## src/rtl/mod256_up_counter_ctrl.sv

```systemverilog
// Two-state (IDLE/RUN) controller around an 8-bit mod-256 up counter with
// preset load, terminal-count detection and registered done/wrap pulses.
module mod256_up_counter_ctrl #(
   parameter bit AUTO_RESTART = 1'b0
) (
   input  logic       clk,
   input  logic       reset,
   input  logic       start,
   input  logic       stop,
   input  logic       load,
   input  logic [7:0] load_value,
   input  logic [7:0] limit,
   output logic [7:0] counter_output,
   output logic       busy,
   output logic       done,
   output logic       wrap
);

   typedef enum logic {IDLE = 1'b0, RUN = 1'b1} state_t;

   state_t     r_state;
   state_t     w_state_nxt;
   logic [7:0] r_cnt;
   logic [7:0] w_cnt_nxt;
   logic       r_done;
   logic       w_done_nxt;
   logic       r_wrap;
   logic       w_wrap_nxt;

   always_ff @(posedge clk or posedge reset) begin
      if (reset) begin
         r_state <= IDLE;
         r_cnt   <= 8'h00;
         r_done  <= 1'b0;
         r_wrap  <= 1'b0;
      end else begin
         r_state <= w_state_nxt;
         r_cnt   <= w_cnt_nxt;
         r_done  <= w_done_nxt;
         r_wrap  <= w_wrap_nxt;
      end
   end

   always_comb begin
      w_state_nxt = r_state;
      w_cnt_nxt   = r_cnt;
      w_done_nxt  = 1'b0;
      w_wrap_nxt  = 1'b0;
      if (r_state == IDLE) begin
         // load outranks start; start+stop together is treated as no request
         if (load) begin
            w_cnt_nxt = load_value;
         end else if (start && !stop) begin
            w_state_nxt = RUN;
         end
      end else begin
         if (stop) begin
            w_state_nxt = IDLE;
         end else if (r_cnt == limit) begin
            w_done_nxt = 1'b1;
            if (AUTO_RESTART) begin
               w_cnt_nxt = 8'h00;
            end else begin
               w_state_nxt = IDLE;
            end
         end else begin
            w_cnt_nxt  = r_cnt + 8'd1;
            w_wrap_nxt = (r_cnt == 8'hFF);
         end
      end
   end

   assign counter_output = r_cnt;
   assign busy           = (r_state == RUN);
   assign done           = r_done;
   assign wrap           = r_wrap;

endmodule

```

## config.mk

```make
export PLATFORM = sky130hd
export DESIGN_NAME = mod256_up_counter_ctrl
export DESIGN_NICKNAME = d
export VERILOG_FILES = /design/src/rtl/mod256_up_counter_ctrl.sv
export SDC_FILE = /design/constraint.sdc
export NUM_CORES = 1
export LEC_CHECK = 0
export CAP_MARGIN = 30
export CORE_MARGIN = 8
export CORE_UTILIZATION = 43
export DETAILED_ROUTE_END_ITERATION = 10
export GPL_TIMING_DRIVEN = 0
export PLACE_DENSITY = 0.84
export RECOVER_POWER = 50
export SETUP_SLACK_MARGIN = 0.5
export SLEW_MARGIN = 20
export SYNTH_ARGS = -nofsm -noshare
export SYNTH_HDL_FRONTEND = slang
export SYNTH_SLANG_ARGS = --single-unit
```

## constraint.sdc

```tcl
create_clock -name clk -period 5.3 [get_ports clk]
set_clock_uncertainty 0.2 [all_clocks]
set_input_delay 1.06 -clock clk [delete_from_list [all_inputs] [get_ports clk]]
set_output_delay 1.06 -clock clk [all_outputs]
set_load 0.02 [all_outputs]
```

# Yosys cells after proc, flatten, opt, wreduce, memory -nomap -nowiden
# Index checks and enable logic that the tools add are counted.
# op_classes
add_sub_neg	1
eq_ne	4
mux	15
reduce_logical	4
# op_table
cell	count
$mux 8	4
$mux 1	11
$add 8x1->8 const B	1
$eq 8x8->1	1
$eq 8x8->1 const B	1
$ne 2x2->1 const B	2
$reduce_and 3->1	1
$reduce_bool 2->1	1
$logic_and 1x1->1	1
$logic_not 1->1	1
# totals
reg_bits	11
input_bits	21
out_inout_bits	11

# Depth between registers and ports, before layout
# Gate-level depths: netlist (run 1).
# depth
word_depth	5
mapped_depth	6

# Worst setup path before layout (run 1)
# Ideal clock, no wire load.
# synth_path
path_type	input-to-reg
start	in limit[7]
end	reg r_cnt[2], in the netlist counter_output[2]
t_arrival_ns	2.133
t_required_ns	4.974
path_slack_ns	2.840
stages	5
path_buffers	1
cell_sequence	xor2_1 > nor4_2 > a21oi_2 > buf_6 > a311o_1
# synth_between
elab_chain_len	3
# synth_rtl
element	line	rtl
start: declaration	12	input logic [7:0] limit,
$eq 8x8->1	59	end else if (r_cnt == limit) begin
$ne 2x2->1 (no line)	-	
$reduce_and 3->1 (no line)	-	
end signal: assignment	38	r_cnt <= w_cnt_nxt;
end: declaration	23	logic [7:0] r_cnt;
# No other way between the ends.
# A chain may end at the register's enable or synchronous reset.

# Worst setup path in the final report (run 1)
# layout_path
start	in limit[7]
end	reg r_cnt[6], in the netlist counter_output[6]
# The elaborated chain is that of the path after synthesis.

==> summary.txt, run 1 <==
Run status
  – Status: complete, no violations

Clocking
  – Clock latency on the worst-skew pair: around 0.27 ns
  – Clock buffer depth: 2
  – CTS tree: yes
  – Clk sinks: 11
  – # H-tree levels: 1
  – Clk pin slew, worst setup/hold paths: 0.08 ns
  – Inserted Clock Buffers: 3
  – Clock tree root buffer cell: clkbuf_4
  – Setup Buffers After CTS: 0
  – Hold bufs inserted after CTS: 0
  – Post-CTS sizing: 0

Logic synthesis
  – Share of the synthesized area in the top cell type: 38.19%
  – Most numerous cell in the Yosys netlist: dfrtp_1
  – Synthesized instance count: 77
  – Post-synth top flop: dfrtp_1
  – Synth warn: 0
  – Number of synthesized flops with an enable pin: 0
  – Asr flop ratio synth: 100.0%
  – Mapped Avg Cell Area: 9.360 sq um
  – Synth Cell Area: 720.7 sq um
  – Commonest cells post-synth: dfrtp_1 (11), xor2_1 (8), nand2_1 (7), a21oi_1 (5), nor2_1 (5)
  – Post-synth cell types: 31
  – #FFs+latches synth: 11
  – Area leader, netlist: dfrtp_1
  – Post-Syn Nets: 99
  – Synth area leaders: dfrtp_1 (38%), xor2_1 (9.7%), nand2_1 (3.6%)
  – Register area share after synthesis: between 30% and 40%

Pwr
  – Switch Pwr: 0.09802 mW
  – Reg power frac: 40.4%
  – Switching Share: 35.59%
  – Clock share of power: 21.8%
  – Leakage: ~0.45 nW
  – Maximum VDD drop: 0.0001416 V
  – Cell internal pwr: 0.1774 mW
  – Power density over cell area: 257.2 nW/um^2
  – Combinational fraction of design power: 37.8%

Run
  – Max-cap violations: 0

STA
  – Slew at the pin with the worst max-slew slack: 0.5406 ns
  – Final WS setup: 2.296 ns
  – Period minus WS final: 3.004 ns
  – RSZ-0062 raised after global routing: no
  – Slew headroom: 63.83%
  – Final period util: a little under three fifths
  – Final hold violations: 0
  – FMAX: 332.9 MHz
  – Setup_tns: 0 ns
  – Final setup vio count: 0
  – Final Max Tran Viols: 0

Critical path
  – Critical Path RT: 5.25 ns
  – Crit-path cells: dlygate4sd3_1, xor2_1, nor4_1, a21oi_2, buf_6, a311oi_1, a21oi_1
  – WP data arrival: 2.96 ns
  – Critical path class: in2reg
  – Crit start category: input pin
  – Max stage delay on crit path: 0.55 ns
  – Crit path max fanout: 10
  – Slowest CP cell: dlygate4sd3_1
  – Critical Path Sink Type: register

Placed design
  – PortBufs: 31
  – Placed inst area: between 1000 and 1500 sq um
  – DP HPWL: 1670 um
  – Routability Congestion: 0.7697
  – Place WS: 2.278 ns

Routing
  – Final WL: 2191 um
  – Number of DRC markers in iteration 0: 13
  – First drt pass iteration count: 4
  – Wire length per cell: 17.12 um
  – Via count: between 700 and 800
  – DRC violations left: 0
  – Vias per cell: between 5 and 6
  – Post-DRT Antenna Nets: 0

Global routing
  – Largest net degree at the start of global routing: 12
  – Initial antenna violation count: 0
  – First-pass GRT wire length: 3588 um
  – GRT Util Overall: 13.41%
  – Global route overflow: 0
  – Vias in the first global route: between 800 and 900

Die
  – Starting Density: a little under half
  – Cell Rows: 14
  – Die Height: 56.94 um
  – Core area: approximately 1500 sq um
  – Die X: ~57 um
  – Die area: 3242 sq um
  – Boundary Pins: 32

Cells and area
  – Share of cells above drive strength 1: 5.357%
  – Final-stage net count: approximately 140
  – Synth-to-layout area growth: 48.61%
  – Antenna cell count: 0
  – Final non-filler cell area: 1071 sq um

Min path
  – Worst hold path class: reg2reg
==> metrics by stage <==
step	hold WS (ns)	std cells	utilization [%]	power, mW
2_1_floorplan	0.4575	77	-	0.1676
3_3_place_gp	0.3806	124	68.18	0.2147
3_5_place_dp	0.3874	124	68.18	0.2186
4_1_cts	0.4056	128	69.89	0.2802
5_1_grt	0.4219	128	69.48	0.2946
6_report	0.4067	128	69.48	0.2754
==> power groups by stage <==
stage | Combinational (mW) | Sequential [mW] | Clock [mW]
2_1_floorplan | 0.0450 | 0.123 | 0
3_3_place_gp | 0.102 | 0.112 | 0
3_5_place_dp | 0.106 | 0.113 | 0
4_1_cts | 0.106 | 0.111 | 0.0623
5_1_grt | 0.113 | 0.114 | 0.0674
6_report | 0.104 | 0.111 | 0.0601
==> critical path, delay by kind of cell <==
family | cells | cell delay [ns]
simple gates | 1 | 0.50
compound gates | 3 | 0.51
xor+xnor | 1 | 0.16
buf+inv | 2 | 0.73
==> per-layer routing <==
metal / share of wire [%] / up-vias / track usage (%)
met5: 0 / - / 0
met4: 1.5 / 0 / 6.040
met3: 7.1 / 4 / 3.982
met2: 50 / 43 / 23.10
met1: 41 / 353 / 14.76
li1: - / 351 / -
==> worst paths after layout <==
| path | to | cells after the start | from | slack (ns) |
|---|---|---|---|---|
| hold / removal | done | 2 | busy | 0.41 |
| setup / recovery | counter_output[6] | 7 | limit[7] | 2.30 |
| min in group asynchronous | counter_output[3] | 2 | reset | 1.04 |
| setup reg to reg | counter_output[6] | 6 | counter_output[3] | 3.16 |
| hold reg to reg | done | 2 | busy | 0.41 |
| max in group asynchronous | busy | 2 | reset | 3.54 |
==> layout by cell type, fill, tap and decap left out, types with 2 or more instances in the layout <==
cell	netlist	final
a211oi_1	3	3
o211ai_1	2	2
and3_1	3	3
inv_1	3	3
clkbuf_1	1	2
nand2_1	7	7
nand4b_1	2	2
clkbuf_4	0	3
and2_1	3	3
nor2b_1	2	2
dfrtp_1	11	11
nand3_1	2	2
nor2_1	5	5
clkdlybuf4s50_1	0	26
xor2_1	8	8
a21oi_1	5	5
nand2b_1	3	3
dlygate4sd3_1	0	5
==> flip-flops by register name, indices dropped and copies added, names as in the netlist <==
name            flops
counter_output      8
busy                1
done                1
wrap                1
==> cell type report <==
cell class / count / area [sq um]
Buffer: 3 / 18.77
Inverter: 3 / 11.26
Multi-Input combinational cell: 60 / 409.1
Tap cell: 16 / 20.02
Timing Repair Buffer: 31 / 310.3
Clock buffer: 4 / 26.28
Fill cell: 130 / 470.5
Sequential cell: 11 / 275.3
==> cells by family after synthesis <==
kind of cell	share of synthesized area, %
xor+xnor	9.723
buf+inv	4.165
simple gates	25.35
fa+ha+maj	1.736
compound gates	20.83
flops	38.19
Note: power is estimated with default switching activity, not from simulation.
==> run 2: changes to the inputs <==
--- a/config.mk
+++ b/config.mk
@@ -7,10 +7,10 @@
 export LEC_CHECK = 0
 export CAP_MARGIN = 30
 export CORE_MARGIN = 8
-export CORE_UTILIZATION = 43
+export CORE_UTILIZATION = 36
 export DETAILED_ROUTE_END_ITERATION = 10
 export GPL_TIMING_DRIVEN = 0
-export PLACE_DENSITY = 0.84
+export PLACE_DENSITY = 0.75
 export RECOVER_POWER = 50
 export SETUP_SLACK_MARGIN = 0.5
 export SLEW_MARGIN = 20
==> constraint.sdc (replaced) <==
create_clock -name clk -period 2.65 [get_ports clk]
set_clock_uncertainty 0.2 [all_clocks]
set_input_delay 0.53 -clock clk [delete_from_list [all_inputs] [get_ports clk]]
set_output_delay 0.53 -clock clk [all_outputs]
set_load 0.02 [all_outputs]
==> summary.txt, run 2 (same netlist as run 1, synthesis figures left out) <==
Cells and area
  – Antenna cell count: 0 (unchanged)
  – Finished Layout Cells: 145 (+13%)
  – Fill count: 179 (+38%)
  – Number of flip-flops under the largest register name: 8 (unchanged)
  – Most frequent cells in the layout: clkdlybuf4s50_1 (19), dfrtp_1 (11), xor2_1 (8)
  – Final-stage net count: 141 (+4.4%)
  – Most common cell after layout, fill and taps aside: clkdlybuf4s50_1
  – Share of cells above drive strength 1: 11.02% (+5.7 points)
  – Synth-to-layout area growth: 57.64%

Pwr
  – Clock share of power: 21.3% (-0.5 points)
  – Reg power frac: 41.2% (+0.8 points)
  – Maximum VDD drop: 0.0002858 V (+100%)
  – Cell internal pwr: 0.3501 mW (+97%)
  – Power density over cell area: 479.8 nW/um^2 (+87%)
  – Switching Share: 35.77% (+0.18 points)
  – Switch Pwr: 0.1950 mW (+99%)
  – Leakage: 0.5265 nW (+17%)
  – Total power: 0.5451 mW (+98%)
  – Combinational fraction of design power: 37.5% (-0.3 points)

Clocking
  – CTS tree: yes
  – Clock buffer depth: 2 (unchanged)
  – Clk pin slew, worst setup/hold paths: 0.07 ns (about the same)
  – Clock latency on the worst-skew pair: 0.26 ns (about the same)
  – Clk sinks: 11 (unchanged)
  – Hold bufs inserted after CTS: 0 (unchanged)
  – Inserted Clock Buffers: 3 (unchanged)
  – Clock tree root buffer cell: clkbuf_4
  – # H-tree levels: 1 (unchanged)

Global routing
  – GRT Util Overall: 12.00% (-1.4 points)
  – Largest net degree at the start of global routing: 12 (unchanged)
  – Initial antenna violation count: 0 (unchanged)
  – Vias in the first global route: 742 (-8.5%)
  – First-pass GRT wire length: 3387 um (-5.6%)
  – Global route overflow: 0 (unchanged)

Min path
  – Hold path cells: 2 (unchanged)
  – Worst hold path class: reg2reg
  – Hold Path End: done
  – Hold Startpoint: busy

Routing
  – WL met2: 1060 um (-2.8%)
  – Via count: 744 (-0.93%)
  – Routed wl met3: 129 um (-17%)
  – Number of DRC markers in iteration 0: 8 (-5)
  – DRC violations left: 0 (unchanged)
  – M1 wire length: 934 um (+2.8%)
  – Vias per cell: 5.131 (-13%)
  – Final WL: 2154 um (-1.7%)
  – First drt pass iteration count: 4 (unchanged)
  – Wire length per cell: 14.86 um (-13%)
  – Post-DRT Antenna Nets: 0 (unchanged)
  – Uppermost layer routed: met4

Run status
  – Status: complete, no violations

Critical path
  – Crit start category: input pin
  – Worst r2r src: counter_output[0]
  – RR Endpoint: counter_output[2]
  – Critical Path Sink Type: register
  – Critical path class: in2reg
  – Critical Path RT: 2.60 ns (-2.65 ns)
  – WP data arrival: 2.06 ns (-0.90 ns)
  – FF-to-FF setup slack: 0.63 ns (-2.53 ns)
  – Crit path max fanout: 8 (-2)
  – R2R cell count: 6 (unchanged)

Die
  – Boundary Pins: 32 (unchanged)
  – Core area: 1922 sq um (+25%)
  – Starting Density: 37.50% (-9.3 points)
  – Die Height: 60.74 um (+6.7%)
  – Cell Rows: 16 (+2)
  – Die X: 60.74 um (+6.7%)
  – Die area: 3689 sq um (+14%)

STA
  – Final hold violations: 0 (unchanged)
  – Slew at the pin with the worst max-slew slack: 0.5024 ns (-0.03821 ns)
  – Final Max Tran Viols: 0 (unchanged)
  – Slew headroom: 66.38% (+2.6 points)
  – Final WS setup: 0.5412 ns (-1.755 ns)
  – RSZ-0062 raised after global routing: yes
  – Final period util: 79.58%
  – Setup_tns: 0 ns (unchanged)
  – Worst hold margin: 0.4156 ns (+0.008979 ns)
  – Period minus WS final: 2.109 ns
  – FMAX: 474.2 MHz
  – Final setup vio count: 0 (unchanged)

Placed design
  – PortBufs: 31 (unchanged)
  – Dpl cells: 135 (+8.9%)
  – DP HPWL: 1594 um (-4.6%)
  – Routability Congestion: 0.7899 (+2.6%)
  – Place WS: 0.1069 ns (-2.171 ns)

Run
  – Max-cap violations: 0 (unchanged)
[run 2: cell types whose count changed in the layout (fill, tap and decap cells not counted), moves of 4 or more]
cell / delta
buf_4: +6
dlygate4sd3_1: -4
clkbuf_1: +4
clkdlybuf4s50_1: -7
dlymetal6s2s_1: +7
[run 2: through the flow]
stage,utilization (%),instance area (sq um)
after floorplan,-,720.7
after global placement,55.40,1065
after detailed placement,55.40,1065
after CTS,58.72,1129
after global routing,59.11,1136
final,59.11,1136
[run 2: area by class of cell]
class,instances,area [sq um],share of cell area [%]
Buffer,3,18.77,1.652
Sequential cell,11,275.3,24.23
Multi-Input combinational cell,60,422.9,37.22
Tap cell,27,33.78,2.974
Clock buffer,4,26.28,2.313
Inverter,3,11.26,0.9912
Timing Repair Buffer,37,347.8,30.62
[run 2: power by group through the flow]
stage	Combinational, mW	Clock [mW]	Sequential [mW]
after floorplan	0.0899	0	0.245
after global placement	0.205	0	0.226
after detailed placement	0.209	0	0.227
after CTS	0.218	0.122	0.224
after global routing	0.223	0.131	0.229
final	0.204	0.116	0.225
[run 2: worst max path at each step]
stage,slack [ns],cells after the start,to,start
2_1_floorplan,0.72,5,counter_output[2],limit[7]
3_3_place_gp,0.15,6,counter_output[2],limit[7]
3_5_place_dp,0.11,6,counter_output[2],limit[7]
4_1_cts,0.50,1,counter_output[0],counter_output[0]
5_1_grt,0.48,8,counter_output[3],limit[1]
6_report,0.54,8,counter_output[3],limit[1]
[run 2: per-layer routing]
layer,GRT usage [%],vias to the layer above
li1,-,365
met1,13.60,354
met2,20.81,23
met3,1.695,2
met4,6.977,0
met5,0,-
[run 2: what timing repair did]
item | in CTS | in global routing
setup buffers | 4 | 2
gates resized for setup | 1 | 12
setup endpoints to repair | 4 | 11
pin swaps | 3 | 4
[run 2: critical path, cell delays in order]
cell and delay (ns):
clkdlybuf4s50_1 0.48, xor2_1 0.18, nor4_2 0.05, buf_4 0.14, a21oi_4 0.20, buf_6 0.16
a21oi_1 0.06, a221o_1 0.26
==> run 3: changes to the inputs <==
--- a/config.mk
+++ b/config.mk
@@ -7,10 +7,10 @@
 export LEC_CHECK = 0
 export CAP_MARGIN = 30
 export CORE_MARGIN = 8
-export CORE_UTILIZATION = 36
+export CORE_UTILIZATION = 40
 export DETAILED_ROUTE_END_ITERATION = 10
 export GPL_TIMING_DRIVEN = 0
-export PLACE_DENSITY = 0.75
+export PLACE_DENSITY = 0.79
 export RECOVER_POWER = 50
 export SETUP_SLACK_MARGIN = 0.5
 export SLEW_MARGIN = 20
==> constraint.sdc (replaced) <==
create_clock -name clk -period 2 [get_ports clk]
set_clock_uncertainty 0.2 [all_clocks]
set_input_delay 0.4 -clock clk [delete_from_list [all_inputs] [get_ports clk]]
set_output_delay 0.4 -clock clk [all_outputs]
set_load 0.02 [all_outputs]
==> summary.txt, run 3 (same netlist as run 1, synthesis figures left out) <==
Pwr
  – Maximum VDD drop: 0.0004389 V (+54%)
  – Leakage: 0.5657 nW (+7.4%)
  – Power density over cell area: 669.8 nW/um^2 (+40%)
  – Total power: 0.8490 mW (+56%)

Die
  – Starting Density: 42.20% (+4.7 points)
  – Die X: 58.45 um (-3.8%)
  – Boundary Pins: 32 (unchanged)
  – Cell Rows: 15 (-1)
  – Core area: 1708 sq um (-11%)
  – Die area: 3416 sq um (-7.4%)
  – Die Height: 58.45 um (-3.8%)

STA
  – Slew headroom: 66.81% (+0.43 points)
  – Setup_tns: 0 ns (unchanged)
  – Slew at the pin with the worst max-slew slack: 0.4978 ns (-0.004571 ns)
  – Final period util: 93.15%
  – Final setup vio count: 0 (unchanged)
  – Period minus WS final: 1.863 ns
  – RSZ-0062 raised after global routing: yes
  – Final hold violations: 0 (unchanged)
  – Final Max Tran Viols: 0 (unchanged)
  – Final WS setup: 0.1371 ns (-0.4041 ns)
  – FMAX: 536.8 MHz

Cells and area
  – Reg area: 281.5 sq um (+2.3%)
  – Final-stage net count: 153 (+8.5%)
  – Antenna cell count: 0 (unchanged)
  – Multi-input logic area: 476.7 sq um (+13%)
  – Most frequent cells in the layout: buf_4 (14), clkdlybuf4s50_1 (11), buf_6 (10)
  – Share of cells above drive strength 1: 35.38% (+24 points)
  – Fill count: 122 (-32%)
  – Most common cell after layout, fill and taps aside: buf_4
  – Final non-filler cell area: 1267 sq um (+12%)
  – Layout Utilization: 74.21% (+15 points)
  – Number of flip-flops under the largest register name: 8 (unchanged)
  – Synth-to-layout area growth: 75.87%

Critical path
  – RR Endpoint: counter_output[5]
  – Crit path capture: counter_output[5]
  – Critical path class: reg2reg
  – Crit start category: register
  – Max stage delay on crit path: 0.44 ns (-0.04 ns)
  – Critical Path RT: 1.96 ns (-0.64 ns)
  – FF-to-FF setup slack: 0.14 ns (-0.49 ns)
  – Worst setup path start: counter_output[0]
  – WP data arrival: 1.83 ns (-0.23 ns)
  – Worst r2r src: counter_output[0]
  – Slowest CP cell: dfrtp_1
  – R2R cell count: 6 (unchanged)
  – CP most frequent cell: buf_4
  – Critical Path Sink Type: register
  – Crit path max fanout: 5 (-3)
  – Crit-path cells: xor2_2, nor4_2, buf_4, buf_4, nand2_4, o311a_1

Routing
  – M1 wire length: 1059 um (+13%)
  – Uppermost layer routed: met4
  – Number of DRC markers in iteration 0: 29 (+21)
  – DRC violations left: 0 (unchanged)
  – Post-DRT Antenna Nets: 0 (unchanged)
  – Routed wl met3: 191 um (+48%)
  – WL met2: 1272 um (+20%)
  – Via count: 830 (+12%)
  – Wire length per cell: 16.63 um (+12%)
  – Final WL: 2577 um (+20%)
  – First drt pass iteration count: 4 (unchanged)
  – Vias per cell: 5.355 (+4.4%)

Global routing
  – Vias in the first global route: 840 (+13%)
  – GRT Util Overall: 14.72% (+2.7 points)
  – Largest net degree at the start of global routing: 12 (unchanged)
  – First-pass GRT wire length: 3919 um (+16%)
  – Global route overflow: 0 (unchanged)
  – Initial antenna violation count: 0 (unchanged)

Clocking
  – Clock tree root buffer cell: clkbuf_4
  – Clock buffer depth: 2 (unchanged)
  – Clk pin slew, worst setup/hold paths: 0.08 ns (about the same)
  – CTS tree: yes
  – Clk sinks: 11 (unchanged)
  – Inserted Clock Buffers: 3 (unchanged)
  – Clock latency on the worst-skew pair: 0.28 ns (+0.02 ns)
  – # H-tree levels: 1 (unchanged)

Placed design
  – Placed inst area: 1069 sq um (+0.35%)
  – Routability Congestion: 0.8086 (+2.4%)
  – DP HPWL: 1625 um (+2.0%)
  – Place WS: -0.3562 ns (-0.4631 ns)
  – PortBufs: 31 (unchanged)

Run status
  – Status: complete, no violations

Min path
  – Worst hold path class: in2async

Run
  – Max-cap violations: 0 (unchanged)
## run 3: timing repair
action / CTS / global route
endpoints found under the hold margin: 0 / 0
gates resized for setup: 63 / 17
hold buffers: 0 / 0
gates cloned: 1 / 0
setup buffers: 10 / 7
setup endpoints to repair: 22 / 21
pin swaps: 5 / 7
## run 3: worst max-delay path, delay by kind of cell (launching register included)
family / cells / cell delay, ns
XOR/XNOR: 1 / 0.17
AND/OR/NAND/NOR: 2 / 0.32
buffers and inverters: 2 / 0.29
flip-flops: 1 / 0.44
AO/OA/AOI/OAI: 1 / 0.32
## run 3: worst min path at each step
stage | startpoint | endpoint | slack, ns
global route | reset | wrap | 0.40
finish | reset | wrap | 0.35
CTS | reset | busy | 0.24
detailed placement | counter_output[0] | counter_output[0] | 0.38
floorplan | reset | busy | 0.05
global placement | busy | done | 0.37
## run 3: final cells by class
class                   instances  share of cell area, %
repair buffers                 49                  33.27
well taps                      25                  2.468
inverters                       3                 0.8884
clock buffers                   4                  2.073
plain buffers                   3                  1.481
flip-flops and latches         11                  22.21
multi-input cells              60                  37.61
## run 3: layer usage
| layer | global-route usage (%) | vias up |
|---|---|---|
| li1 | - | 387 |
| met5 | 0 | - |
| met3 | 3.913 | 8 |
| met2 | 25.20 | 49 |
| met1 | 16.69 | 386 |
| met4 | 6.294 | 0 |
## run 3: where the power goes
| group | total, mW | switching (mW) | internal, mW |
|---|---|---|---|
| sequential | 0.284 | 0.0310 | 0.253 |
| combinational | 0.403 | 0.194 | 0.209 |
| clock | 0.162 | 0.0842 | 0.0774 |
| total | 0.849 | 0.309 | 0.540 |
## run 3: metrics by stage
step / hold WS, ns / std cells
floorplan: 0.05210 / 77
global placement: 0.3689 / 133
detailed placement: 0.3800 / 133
CTS: 0.2377 / 148
global route: 0.4027 / 155
finish: 0.3531 / 155
